==> src/rtl/cdec_prog_pkg.sv <==
// Shared encodings for the synchronous memory programmer: operation codes,
// sequencer states and the board-level debounce default.
package cdec_prog_pkg;

   // Operation selected on the op switches when the key is pressed
   typedef enum logic [1:0] {
      OP_READ  = 2'b00,   // step to next address and read it back
      OP_WRITE = 2'b01,   // write switch code, then step and read
      OP_LOAD  = 2'b10,   // jump to the address given on the switches
      OP_NOP   = 2'b11
   } op_e;

   // Sequencer states
   typedef enum logic [2:0] {
      ST_IDLE    = 3'd0,
      ST_WRITE   = 3'd1,
      ST_INCR    = 3'd2,
      ST_FETCH   = 3'd3,
      ST_CAPTURE = 3'd4
   } state_e;

   // About 1 ms of stable key level at a 50 MHz system clock
   localparam int DEB_CYCLES_DEF = 50000;

endpackage

==> src/rtl/key_debounce.sv <==
// Push-button conditioning: two-flop synchroniser, stability counter and a
// single-clock pulse on an accepted press (accepted 1 -> 0 level change).
module key_debounce
   import cdec_prog_pkg::*;
#(
   parameter int DEB_CYCLES = DEB_CYCLES_DEF
) (
   input  logic clock,
   input  logic reset_N,
   input  logic key_n,
   output logic press_evt
);

   localparam int CNT_W = (DEB_CYCLES < 2) ? 1 : $clog2(DEB_CYCLES + 1);

   logic             sync1_q;
   logic             sync2_q;
   logic [CNT_W-1:0] cnt_q;
   logic [CNT_W-1:0] cnt_d;
   logic             level_q;
   logic             level_d;
   logic             evt_q;
   logic             evt_d;

   // Bring the raw key into the clock domain; idle level is released (1)
   always_ff @(posedge clock or negedge reset_N) begin
      if (!reset_N) begin
         sync1_q <= 1'b1;
         sync2_q <= 1'b1;
      end else begin
         sync1_q <= key_n;
         sync2_q <= sync1_q;
      end
   end

   // Count consecutive samples that differ from the accepted level; the
   // DEB_CYCLES-th such sample in a row flips the level. Any sample equal
   // to the accepted level restarts the count, so short bounces vanish.
   always_comb begin
      cnt_d   = cnt_q;
      level_d = level_q;
      evt_d   = 1'b0;
      if (sync2_q == level_q) begin
         cnt_d = '0;
      end else if (cnt_q == CNT_W'(DEB_CYCLES - 1)) begin
         cnt_d   = '0;
         level_d = sync2_q;
         evt_d   = ~sync2_q;   // only the press direction produces an event
      end else begin
         cnt_d = cnt_q + 1'b1;
      end
   end

   // Debounce state and registered press pulse
   always_ff @(posedge clock or negedge reset_N) begin
      if (!reset_N) begin
         cnt_q   <= '0;
         level_q <= 1'b1;
         evt_q   <= 1'b0;
      end else begin
         cnt_q   <= cnt_d;
         level_q <= level_d;
         evt_q   <= evt_d;
      end
   end

   assign press_evt = evt_q;

endmodule

==> src/rtl/mem_programmer_sync.sv <==
// Synchronous memory programmer. A debounced key press starts a short
// sequence on a synchronous-read memory: write-and-step, step-read, or
// load-address, each ending with the read-back of the current address.
module mem_programmer_sync
   import cdec_prog_pkg::*;
#(
   parameter int                ADDR_W     = 8,
   parameter int                DATA_W     = 8,
   parameter logic [ADDR_W-1:0] LAST_ADRS  = {ADDR_W{1'b1}},
   parameter int                DEB_CYCLES = DEB_CYCLES_DEF
) (
   input  logic              clock,
   input  logic              reset_N,
   input  logic              prog_key,
   input  logic              prog_en,
   input  logic [1:0]        op,
   input  logic [DATA_W-1:0] prog_code,
   input  logic [DATA_W-1:0] mm_q,
   output logic [ADDR_W-1:0] pr_adrs,
   output logic [DATA_W-1:0] pr_code,
   output logic              pr_wr_en,
   output logic [DATA_W-1:0] data,
   output logic              busy,
   output logic              wrap
);

   state_e            state_q;
   state_e            state_d;
   logic [ADDR_W-1:0] adrs_q;
   logic [ADDR_W-1:0] adrs_d;
   logic [DATA_W-1:0] code_q;
   logic [DATA_W-1:0] code_d;
   logic [DATA_W-1:0] data_q;
   logic [DATA_W-1:0] data_d;
   logic              press_evt;
   logic              at_last;

   // Switch code reused as an address: zero-extend when narrower, keep the
   // low ADDR_W bits when wider.
   function automatic logic [ADDR_W-1:0] load_adrs(input logic [DATA_W-1:0] c);
      logic [ADDR_W+DATA_W-1:0] ext;
      ext = {{ADDR_W{1'b0}}, c};
      return ext[ADDR_W-1:0];
   endfunction

   key_debounce #(
      .DEB_CYCLES (DEB_CYCLES)
   ) u_deb (
      .clock     (clock),
      .reset_N   (reset_N),
      .key_n     (prog_key),
      .press_evt (press_evt)
   );

   assign at_last = (adrs_q == LAST_ADRS);

   // Sequencer next state and datapath updates. Leaving program mode drops
   // back to IDLE from anywhere while keeping address and read-back.
   always_comb begin
      state_d = state_q;
      adrs_d  = adrs_q;
      code_d  = code_q;
      data_d  = data_q;
      if (!prog_en) begin
         state_d = ST_IDLE;
      end else begin
         case (state_q)
            ST_IDLE: begin
               if (press_evt) begin
                  case (op_e'(op))
                     OP_WRITE: begin
                        state_d = ST_WRITE;
                        code_d  = prog_code;
                     end
                     OP_READ: begin
                        state_d = ST_INCR;
                     end
                     OP_LOAD: begin
                        state_d = ST_FETCH;
                        adrs_d  = load_adrs(prog_code);
                     end
                     default: begin
                        state_d = ST_IDLE;
                     end
                  endcase
               end
            end
            ST_WRITE: begin
               state_d = ST_INCR;
            end
            ST_INCR: begin
               adrs_d  = at_last ? '0 : adrs_q + 1'b1;
               state_d = ST_FETCH;
            end
            ST_FETCH: begin
               // memory samples the stable address on this edge
               state_d = ST_CAPTURE;
            end
            ST_CAPTURE: begin
               data_d  = mm_q;
               state_d = ST_IDLE;
            end
            default: begin
               state_d = ST_IDLE;
            end
         endcase
      end
   end

   // State and datapath registers; reset starts with a fetch of address 0
   always_ff @(posedge clock or negedge reset_N) begin
      if (!reset_N) begin
         state_q <= ST_FETCH;
         adrs_q  <= '0;
         code_q  <= '0;
         data_q  <= '0;
      end else begin
         state_q <= state_d;
         adrs_q  <= adrs_d;
         code_q  <= code_d;
         data_q  <= data_d;
      end
   end

   // Strobes decoded from state; prog_en gates them without waiting a clock
   assign pr_wr_en = (state_q == ST_WRITE) & prog_en;
   assign wrap     = (state_q == ST_INCR) & prog_en & at_last;
   assign busy     = (state_q != ST_IDLE);
   assign pr_adrs  = adrs_q;
   assign pr_code  = code_q;
   assign data     = data_q;

endmodule
==> config.mk <==
export PLATFORM = sky130hd
export DESIGN_NAME = mem_programmer_sync
export DESIGN_NICKNAME = d
export VERILOG_FILES = /design/src/rtl/cdec_prog_pkg.sv /design/src/rtl/key_debounce.sv /design/src/rtl/mem_programmer_sync.sv
export SDC_FILE = /design/constraint.sdc
export NUM_CORES = 1
export LEC_CHECK = 0
export ABC_AREA = 1
export ABC_CLOCK_PERIOD_IN_PS = 1400
export CAP_MARGIN = 20
export CORE_ASPECT_RATIO = 1.5
export CORE_MARGIN = 2
export CORE_UTILIZATION = 46
export CTS_BUF_LIST = sky130_fd_sc_hd__clkbuf_16
export DETAILED_ROUTE_END_ITERATION = 8
export HOLD_SLACK_MARGIN = 0.06
export PLACE_DENSITY = 0.75
export SLEW_MARGIN = 40
export SYNTH_ARGS = -nofsm -noshare
export SYNTH_HDL_FRONTEND = slang
export SYNTH_SLANG_ARGS = --single-unit
==> constraint.sdc <==
create_clock -name clock -period 1.4 [get_ports clock]
set_input_delay 0.35 -clock clock [delete_from_list [all_inputs] [get_ports clock]]
set_output_delay 0.35 -clock clock [all_outputs]
set_load 0.05 [all_outputs]
==> reports/qor.csv, run 1 <==
stage;metric;value;unit
outcome;outcome;complete, but fails checks;
outcome;violations;setup timing;
power;power_density;678;nW/um^2
global_route;grt_antenna_before_repair;0;
route;drtPass1Iterations;4;
placement;dp_cells;433;
clock_network;cts_htree_levels;2;
sta;finalCriticalPeriod;1.96;ns
setup_path;path_max_fanout;2;
logic_synthesis;yosysWarnings;0;
route;num_vias;2295;
cells_and_area;fin_nets;407;
setup_path;crit_cells;6;
setup_path;path_class;reg -> out;
setup_path;r2r_setup_slack;-0.06;ns
global_route;grt_pass1_vias;2336;
setup_path;arrival;1.61;ns
placement;place_congestion;0.863;
route;ant_nets;0;
global_route;gr-total-overflow;0;
setup_path;cp_num_buf_inv;1;
setup_path;path_cells;ha_4 > nand2_4 > nor2_4 > nand4_1 > nor4_4 > buf_12;
sta;setup_ws;-0.557;ns
power;peakVddDrop;0.663;mV
setup_path;required;1.05;ns
cells_and_area;final_cells;449;
logic_synthesis;synthesis.instances;290;
floorplanning;core_region_area;5160;sq um
cells_and_area;drive_gt1_share;36.2;%
setup_path;crit_slowest_cell;dfrtp_2;
clock_network;clk_path_buf_depth;2;
sta;fmax;0.511;GHz
clock_network;clk_pin_slew;0.06;ns
hold_path;hold_class;reg -> reg;
setup_path;rr_endpoint;data[4]$_DFFE_PN0P_;
route;drc;0;
sta;hold_viol_final;0;
sta;post-route-period-util;140;%
route;viasPerCell;5.11;
route;drt-wirelength-per-cell;14.7;um
power;leakage;1.78;nW
logic_synthesis;synth_top_area_share;42.5;%
floorplanning;initial_core_util;47.9;%
cells_and_area;final_cell_mix;58 x nand2_1, 42 x nor2_1, 38 x dfrtp_1;
sta;drv_slew;0;
placement;portBuffers;48;
logic_synthesis;synth_cell_types;31;
floorplanning;io_pins;49;
cells_and_area;diodes;0;
logic_synthesis;syn_nets;317;
cells_and_area;seq_area;1190;sq um
cells_and_area;multi_input_area;1340;sq um
floorplanning;rows;32;
setup_path;cp-startpoint;pr_adrs[0]$_DFFE_PN0P_;
route;drtIter0Drc;105;
sta;clock_skew;0.00351;ns
setup_path;critPathCapture;wrap;
clock_network;numClockSinks;47;
sta;setup_tns;-1.46;ns
setup_path;slowest_delay;0.39;ns
route;wl;6600;um
clock_network;clock-root-buffer;clkbuf_16;
sta;slew_headroom;71.3;%
floorplanning;die_w;63.9;um
logic_synthesis;synth_area_leaders;dfrtp_1 42%, nand2_1 9.9%, nor2_1 7.4%;
logic_synthesis;ys_seq_elements;47;
sta;rsz0062_at_grt;yes;
global_route;grt_max_degree;40;
setup_path;crit_path_end_kind;output pin;
logic_synthesis;syn_area_per_cell;8.53;sq um
sta;tightest_slew;0.427;ns
clock_network;numCtsBuffers;5;
run;max-cap-violations;0;
global_route;grt_pass1_wl;10800;um
power;p_total;0.00268;W
cells_and_area;synthToLayoutAreaGrowth;59.9;%
logic_synthesis;synthesis.area;2470;sq um
clock_network;cts_tree;built;
placement;post_dp_cell_area;3580;sq um
floorplanning;die-area;6000;sq um
setup_path;start_kind;register;
sta;finalSetupViolCount;15;
cells_and_area;stdcell_area;3960;sq um
logic_synthesis;synth.largest_area_cell;dfrtp_1;
clock_network;insertion_delay;0.28;ns
setup_path;cp_top_family;simple AND/OR/NAND/NOR gates;
setup_path;r2r-start;state_q[0]$_DFFE_PN1P_;
placement;hpwlAfterDp;4560;um
cells_and_area;n_fill_cell;319;
cells_and_area;final_common_cell;nand2_1;
floorplanning;die_height;93.8;um
setup_path;reg2reg_depth;5;
global_route;grt_usage;23.2;%
logic_synthesis;ys_seq_area_share;47.8;%
[routing by layer]
metal  share of wire [%]  GRT usage, %  routed length [um]  up-vias
met5                   0             0                   0        -
met4                 2.9          11.6                 189        0
met3                 2.6          3.00                 174       19
met2                  55          40.9                3660       56
met1                  39          27.2                2570     1109
li1                    -             -                   -     1111
[worst min-delay path by stage]
stage / start / endpoint / slack [ns] / depth (start not counted)
floorplan: reset_N / data[0]$_DFFE_PN0P_ / 0.05 / 0
global placement: reset_N / data[3]$_DFFE_PN0P_ / 0.22 / 1
detailed placement: reset_N / data[3]$_DFFE_PN0P_ / 0.23 / 1
CTS: u_deb.sync1_q$_DFF_PN1_ / u_deb.sync2_q$_DFF_PN1_ / 0.36 / 0
global route: u_deb.sync1_q$_DFF_PN1_ / u_deb.sync2_q$_DFF_PN1_ / 0.37 / 0
finish: u_deb.sync1_q$_DFF_PN1_ / u_deb.sync2_q$_DFF_PN1_ / 0.36 / 0
[cells in the mapped netlist (all sizes together)]
master,n
nand2,68
nor2,52
dfrtp,42
inv,39
a21oi,19
nand3,16
o21ai,12
mux2,8
dfstp,5
ha,5
xor2,5
nand4,4
nor3,4
o21bai,3
nor3b,2
xnor2,2
a211oi,1
buf,1
clkinv,1
nor4,1
[repair_timing]
item / 4_1_cts / 5_1_grt
endpoints found under the setup margin: 21 / 32
pin swaps: 9 / 13
buffers inserted: 4 / 5
gates resized for setup: 21 / 32
endpoints found under the hold margin: 8 / 0
gates cloned: 1 / 0
hold buffers: 1 / 0
[cell families (layout without fill, tap and decap cells)]
kind of cell             count (synthesis)  count (layout)  synth area share [%]
XOR/XNOR                                 7               7                  2.48
AO/OA/AOI/OAI                           35              35                  9.30
flip-flops                              47              47                  47.8
buffers and inverters                   41             131                  6.72
adder cells (fa/ha/maj)                  5               5                  2.53
multiplexers                             8               8                  3.64
AND/OR/NAND/NOR                        147             148                  27.6
[through the flow]
step | util (%) | setup slack (ns) | hold WS, ns
final | 76.6 | -0.557 | 0.356
after CTS | 74.2 | -0.541 | 0.357
after floorplan | - | -0.748 | 0.0544
after detailed placement | 69.4 | -0.407 | 0.232
after global placement | 69.4 | -0.391 | 0.225
after global routing | 76.6 | -0.628 | 0.365
[where the power goes]
group | total (W) | leakage, nW | internal [W] | switching, W
Combinational | 0.000186 | 1.09 | 0.0000941 | 0.0000915
Clock | 0.00112 | 0.0701 | 0.000643 | 0.000476
Sequential | 0.00138 | 0.625 | 0.00137 | 0.00000650
Total | 0.00268 | 1.78 | 0.00211 | 0.000574
[flip-flops by register name (all words and copies together) (netlist names)]
register / flops
u_deb.cnt_q: 16
data: 8
pr_adrs: 8
pr_code: 8
state_q: 3
u_deb.level_q: 1
u_deb.press_evt: 1
u_deb.sync1_q: 1
u_deb.sync2_q: 1
[cell type report]
cell class	instances	share of cell area (%)
Multi-Input combinational cell	203	33.8
Sequential cell	47	30.0
Timing Repair Buffer	83	26.6
Inverter	40	4.05
Clock buffer	5	3.16
Tap cell	68	2.15
Clock inverter	3	0.285
Note: power is estimated with default switching activity, not from simulation.
==> run 2, diff against run 1 <==
--- a/config.mk
+++ b/config.mk
@@ -5,14 +5,14 @@
 export SDC_FILE = /design/constraint.sdc
 export NUM_CORES = 1
 export LEC_CHECK = 0
-export ABC_AREA = 1
 export ABC_CLOCK_PERIOD_IN_PS = 1400
 export CAP_MARGIN = 20
 export CORE_ASPECT_RATIO = 1.5
 export CORE_MARGIN = 2
-export CORE_UTILIZATION = 46
+export CORE_UTILIZATION = 45
 export CTS_BUF_LIST = sky130_fd_sc_hd__clkbuf_16
 export DETAILED_ROUTE_END_ITERATION = 8
+export GPL_TIMING_DRIVEN = 0
 export HOLD_SLACK_MARGIN = 0.06
 export PLACE_DENSITY = 0.75
 export SLEW_MARGIN = 40
==> reports/qor.csv, run 2 <==
stage;metric;value;unit;change
logic_synthesis;ys_seq_area_share;51.9;%;+4.1 points
floorplanning;die_w;62.1;um;-2.8%
floorplanning;initial_core_util;47.0;%;-0.90 points
setup_path;path_cells;ha_4 > and3_4 > nand3_4 > nor3_4 > buf_6;;
clock_network;clock-root-buffer;clkbuf_16;;
cells_and_area;largest_reg_flops;16;;unchanged
sta;hold_viol_final;0;;unchanged
setup_path;path_max_fanout;2;;unchanged
sta;fmax;0.550;GHz;+7.7%
setup_path;path_class;reg -> out;;
route;drtPass1Iterations;4;;unchanged
setup_path;slowest_delay;0.39;ns;about the same
floorplanning;rows;31;;-3.1%
clock_network;numClockSinks;47;;unchanged
power;leakage;1.56;nW;-12%
sta;rsz0062_at_grt;yes;;
run;max-cap-violations;0;;unchanged
global_route;busiest_layer;met2;;
cells_and_area;stdcell_area;3670;sq um;-7.1%
clock_network;insertion_delay;0.29;ns;about the same
cells_and_area;n_fill_cell;297;;-6.9%
hold_path;hold_class;reg -> reg;;
route;viasPerCell;5.54;;+8.4%
sta;setup_ws;-0.417;ns;+0.141 ns
setup_path;required;1.05;ns;about the same
setup_path;arrival;1.47;ns;-0.14 ns
sta;clock_skew;0.00679;ns;+0.00328 ns
cells_and_area;diodes;0;;unchanged
logic_synthesis;yosysWarnings;0;;unchanged
clock_network;numCtsBuffers;5;;unchanged
sta;finalSetupViolCount;29;;+14
placement;dp_slack;-1.09;ns;-0.684 ns
floorplanning;die_height;91.2;um;-2.8%
cells_and_area;final_common_cell;dfrtp_1;;
cells_and_area;seq_area;1200;sq um;+0.95%
logic_synthesis;synth_common_cells;42 x dfrtp_1, 23 x nor2_1, 17 x mux2_2, 16 x nand3_1, 13 x nand2_1;;
clock_network;cts_tree;built;;
cells_and_area;synthToLayoutAreaGrowth;61.1;%;
logic_synthesis;synthesis.instances;209;;-28%
sta;tightest_slew;0.318;ns;-0.109 ns
floorplanning;core_region_area;4850;sq um;-6.1%
global_route;grt_usage;21.6;%;-1.5 points
route;drtIter0Drc;79;;-25%
clock_network;cts_htree_levels;2;;unchanged
cells_and_area;final_cell_mix;29 x dfrtp_1, 25 x buf_4, 17 x clkdlybuf4s50_1;;
placement;place_congestion;0.836;;-3.1%
route;drc;0;;unchanged
global_route;met3_usage;4.71;%;+1.7 points
logic_synthesis;synth-main-ff-cell;dfrtp_1;;
logic_synthesis;synth_cell_types;40;;+29%
sta;post-route-period-util;130;%;-10 points
logic_synthesis;synthesis.area;2280;sq um;-7.9%
outcome;outcome;complete, but fails checks;;
logic_synthesis;async_reset_ff_share;100;%;unchanged
route;drt-wirelength-per-cell;18.0;um;+22%
power;peakVddDrop;1.00;mV;+51%
power;power_density;797;nW/um^2;+18%
clock_network;clk_path_buf_depth;2;;unchanged
floorplanning;die-area;5660;sq um;-5.5%
cells_and_area;drive_gt1_share;56.2;%;+20 points
logic_synthesis;yosysMostFrequentCell;dfrtp_1;;
clock_network;clk_pin_slew;0.06;ns;about the same
outcome;violations;setup timing;;
logic_synthesis;synth-edff-count;0;;unchanged
setup_path;crit_slowest_cell;dfrtp_2;;
global_route;gr-total-overflow;0;;unchanged
global_route;grt_util_met1;22.2;%;-5.1 points
setup_path;crit_path_end_kind;output pin;;
cells_and_area;top_register;u_deb.cnt_q;;
placement;post_dp_cell_area;2960;sq um;-17%
global_route;grt_antenna_before_repair;0;;unchanged
sta;finalCriticalPeriod;1.82;ns;-0.141 ns
logic_synthesis;syn_nets;236;;-26%
logic_synthesis;ys_seq_elements;47;;unchanged
placement;hpwlAfterDp;3500;um;-23%
logic_synthesis;synth_area_leaders;dfrtp_1 46%, mux2_2 8.4%, dfstp_2 5.8%;;
global_route;grt_pass1_vias;2023;;-13%
logic_synthesis;synth_top_area_share;46.1;%;+3.6 points
route;num_vias;2012;;-12%
route;ant_nets;0;;unchanged
cells_and_area;multi_input_area;1410;sq um;+5.2%
route;wl;6520;um;-1.1%
sta;slew_headroom;78.6;%;+7.2 points
floorplanning;io_pins;49;;unchanged
logic_synthesis;syn_area_per_cell;10.9;sq um;+28%
global_route;grt_max_degree;45;;+13%
sta;drv_slew;0;;unchanged
logic_synthesis;synth.largest_area_cell;dfrtp_1;;
cells_and_area;fin_nets;323;;-21%
global_route;grt_use_met2;42.7;%;+1.8 points
setup_path;start_kind;register;;
global_route;grt_pass1_wl;9710;um;-9.9%
placement;portBuffers;48;;unchanged
[run 2: cell types whose count changed in the layout (fill, tap and decap cells not counted), sizes merged, moves of 4 or more]
cell           previous run  this run
nand2                    68        13
clkdlybuf4s15             0        10
buf                      62        53
and3                      0         7
nor2                     52        23
inv                      40         7
nor3                      4         8
a21oi                    19         8
xnor2                     2        12
mux2                      8        17
[run 2: cell families (layout without fill, tap and decap cells)]
group / count (synthesis) / after routing / synth area share, %
flip-flops: 47 / 47 / 51.9
adder cells (fa/ha/maj): 5 / 5 / 2.74
buffers and inverters: 13 / 100 / 3.24
AO/OA/AOI/OAI: 26 / 26 / 7.74
AND/OR/NAND/NOR: 86 / 87 / 20.3
XOR/XNOR: 15 / 15 / 5.76
multiplexers: 17 / 17 / 8.40
[run 2: what timing repair did]
item,4_1_cts,5_1_grt
hold buffers,1,0
buffers inserted,18,14
gates resized for setup,154,59
setup endpoints to repair,68,53
gates cloned,1,2
hold endpoints to repair,3,0
pin swaps,17,25
[run 2: layout make-up]
type | instances | area share [%]
well taps | 66 | 2.25
inverters | 7 | 0.715
flip-flops and latches | 47 | 32.6
plain buffers | 3 | 1.02
clock inverters | 3 | 1.19
clock buffers | 5 | 3.41
repair buffers | 82 | 20.5
multi-input cells | 150 | 38.2
[run 2: per-layer routing]
| metal | share of wire, % | wire, um |
|---|---|---|
| met5 | 0 | 0 |
| met4 | 3.0 | 195 |
| met3 | 3.9 | 252 |
| met2 | 57 | 3730 |
| met1 | 36 | 2350 |
[run 2: per-stage QoR]
stage	setup TNS, ns	cells	util (%)	hold WS (ns)	power, W
after floorplan	-1.63	209	-	0.0544	0.00144
after global placement	-79.65	323	60.8	0.346	0.00154
after detailed placement	-19.50	324	61.1	0.156	0.00155
after CTS	-3.62	351	70.8	0.357	0.00291
after global routing	-5.52	363	75.8	0.359	0.00304
final	-3.44	363	75.8	0.356	0.00293
[run 2: where the power goes]
part / total (W) / switching, W / leakage [nW] / internal, W
clock network: 0.00135 / 0.000513 / 0.0838 / 0.000842
registers: 0.00138 / 0.0000123 / 0.603 / 0.00137
logic: 0.000192 / 0.0000877 / 0.877 / 0.000105
[run 2: worst paths after layout]
check	startpoint	endpoint	slack, ns	depth (start not counted)
max in group asynchronous	reset_N	u_deb.sync1_q$_DFF_PN1_	0.52	3
min in group asynchronous	reset_N	pr_code[5]$_DFFE_PN0P_	0.40	2
min	u_deb.sync1_q$_DFF_PN1_	u_deb.sync2_q$_DFF_PN1_	0.36	0
max reg2reg	state_q[1]$_DFFE_PN1P_	pr_adrs[7]$_DFFE_PN0P_	-0.30	5
max	pr_adrs[0]$_DFFE_PN0P_	wrap	-0.42	5
min reg2reg	u_deb.sync1_q$_DFF_PN1_	u_deb.sync2_q$_DFF_PN1_	0.36	0
[run 2: critical path: cells and delay by family, from the launching register on]
family	cells	cell delay, ns
fa+ha+maj	1	0.15
buf+inv	1	0.18
flops	1	0.39
simple gates	3	0.46
==> run 3, diff against run 2 <==
--- a/config.mk
+++ b/config.mk
@@ -8,7 +8,6 @@
 export ABC_CLOCK_PERIOD_IN_PS = 1400
 export CAP_MARGIN = 20
 export CORE_ASPECT_RATIO = 1.5
-export CORE_MARGIN = 2
 export CORE_UTILIZATION = 45
 export CTS_BUF_LIST = sky130_fd_sc_hd__clkbuf_16
 export DETAILED_ROUTE_END_ITERATION = 8
==> reports/qor.csv, run 3 (synthesized netlist as in run 2, its figures left out) <==
stage;metric;value;unit;change
placement;portBuffers;48;;unchanged
cells_and_area;synthToLayoutAreaGrowth;57.8;%;
sta;finalSetupViolCount;41;;+41%
cells_and_area;drive_gt1_share;54.2;%;-2.0 points
clock_network;cts_htree_levels;2;;unchanged
floorplanning;rows;31;;unchanged
sta;fmax;0.554;GHz;+0.66%
clock_network;numCtsBuffers;5;;unchanged
route;drt-wirelength-per-cell;18.1;um;+0.57%
power;peakVddDrop;0.794;mV;-21%
clock_network;insertion_delay;0.28;ns;about the same
sta;rsz0062_at_grt;yes;;
power;p_total;0.00291;W;-0.75%
floorplanning;die_w;60.1;um;-3.2%
cells_and_area;top_register;u_deb.cnt_q;;
global_route;grt_pass1_vias;1970;;-2.6%
outcome;violations;setup timing;;
route;num_vias;1973;;-1.9%
placement;dp_cells;324;;unchanged
route;drc;0;;unchanged
route;viasPerCell;5.47;;-1.4%
sta;tightest_slew;0.287;ns;-0.0312 ns
setup_path;arrival;1.45;ns;-0.02 ns
placement;hpwlAfterDp;3620;um;+3.6%
setup_path;required;1.05;ns;about the same
cells_and_area;final_common_cell;dfrtp_1;;
power;leakage;1.50;nW;-4.0%
sta;setup_ws;-0.405;ns;+0.0119 ns
route;wl;6520;um;about the same
sta;post-route-period-util;129;%;-0.85 points
setup_path;start_kind;register;;
setup_path;crit_slowest_cell;dfrtp_2;;
floorplanning;io_pins;49;;unchanged
sta;slew_headroom;80.7;%;+2.1 points
sta;timing.hold.ws;0.357;ns;+0.000530 ns
sta;clock_skew;0.00555;ns;-0.00124 ns
cells_and_area;final_cell_mix;30 x dfrtp_1, 21 x buf_4, 17 x clkdlybuf4s50_1;;
global_route;gr-total-overflow;0;;unchanged
clock_network;cts_tree;built;;
hold_path;hold_class;reg -> reg;;
setup_path;crit_path_end_kind;output pin;;
cells_and_area;diodes;0;;unchanged
floorplanning;die_height;89.2;um;-2.2%
floorplanning;initial_core_util;47.0;%;unchanged
setup_path;path_max_fanout;4;;+2
global_route;grt_antenna_before_repair;0;;unchanged
global_route;grt_usage;23.9;%;+2.2 points
run;max-cap-violations;0;;unchanged
route;ant_nets;0;;unchanged
floorplanning;core_region_area;4850;sq um;unchanged
route;drtIter0Drc;148;;+87%
global_route;grt_pass1_wl;9340;um;-3.8%
setup_path;cp_num_buf_inv;1;;unchanged
clock_network;numClockSinks;47;;unchanged
cells_and_area;fin_nets;321;;-0.62%
power;power_density;808;nW/um^2;+1.3%
cells_and_area;final_cells;361;;-0.55%
clock_network;clk_path_buf_depth;2;;unchanged
outcome;outcome;complete, but fails checks;;
placement;place_congestion;0.785;;-6.1%
clock_network;clk_pin_slew;0.07;ns;about the same
sta;finalCriticalPeriod;1.80;ns;-0.0119 ns
sta;hold_viol_final;0;;unchanged
setup_path;path_class;reg -> out;;
placement;dp_slack;-1.09;ns;+0.00225 ns
clock_network;clock-root-buffer;clkbuf_16;;
route;drtPass1Iterations;4;;unchanged
cells_and_area;largest_reg_flops;16;;unchanged
global_route;grt_max_degree;44;;-2.2%
setup_path;cp_top_family;simple AND/OR/NAND/NOR gates;;
floorplanning;die-area;5360;sq um;-5.3%
setup_path;slowest_delay;0.40;ns;about the same
sta;drv_slew;0;;unchanged
setup_path;path_cells;ha_4 > and3_4 > nand3_4 > nor3_4 > buf_6;;
[run 3: path summary, 6_finish.rpt]
check	from	end	slack (ns)	depth (start not counted)
max	pr_adrs[1]$_DFFE_PN0P_	wrap	-0.40	5
min reg2reg	u_deb.sync1_q$_DFF_PN1_	u_deb.sync2_q$_DFF_PN1_	0.36	0
max in group asynchronous	reset_N	u_deb.sync1_q$_DFF_PN1_	0.49	3
min	u_deb.sync1_q$_DFF_PN1_	u_deb.sync2_q$_DFF_PN1_	0.36	0
max reg2reg	state_q[1]$_DFFE_PN1P_	pr_adrs[7]$_DFFE_PN0P_	-0.31	5
min in group asynchronous	reset_N	state_q[2]$_DFFE_PN0P_	0.41	2
[run 3: power breakdown]
part	internal (W)	leakage, nW	switching [W]
logic	0.000102	0.815	0.0000872
registers	0.00137	0.605	0.00000849
clock network	0.000833	0.0812	0.000506
total	0.00231	1.50	0.000602
[run 3: what timing repair did]
| action | CTS | global route |
|---|---|---|
| pin swaps | 25 | 12 |
| cloned | 2 | 0 |
| endpoints found under the setup margin | 68 | 51 |
| gates resized for setup | 163 | 41 |
| setup buffers | 22 | 6 |
| hold buffers | 1 | 0 |
| endpoints found under the hold margin | 4 | 0 |
[run 3: stage by stage]
step                instance area, sq um  utilization (%)  setup TNS (ns)
global route                        3600             74.2           -8.09
detailed placement                  2960             61.1          -20.45
floorplan                           2380                -           -1.63
CTS                                 3520             72.6           -6.42
global placement                    2950             60.8          -80.27
finish                              3600             74.2           -5.14
[run 3: cell type report]
cell class | count | area, sq um
plain buffers | 4 | 48.8
well taps | 66 | 82.6
clock buffers | 5 | 125
multi-input cells | 149 | 1330
clock inverters | 3 | 38.8
inverters | 7 | 26.3
repair buffers | 80 | 747
fillers | 302 | 1250
flip-flops and latches | 47 | 1200
[run 3: metal layers]
metal	GRT usage (%)	routed length, um	share of wire [%]	vias to the layer above
met4	10.6	143	2.2	0
met5	0	0	0	-
met3	5.79	288	4.4	20
met1	24.9	2490	38	978
met2	43.9	3600	55	70
li1	-	-	-	905
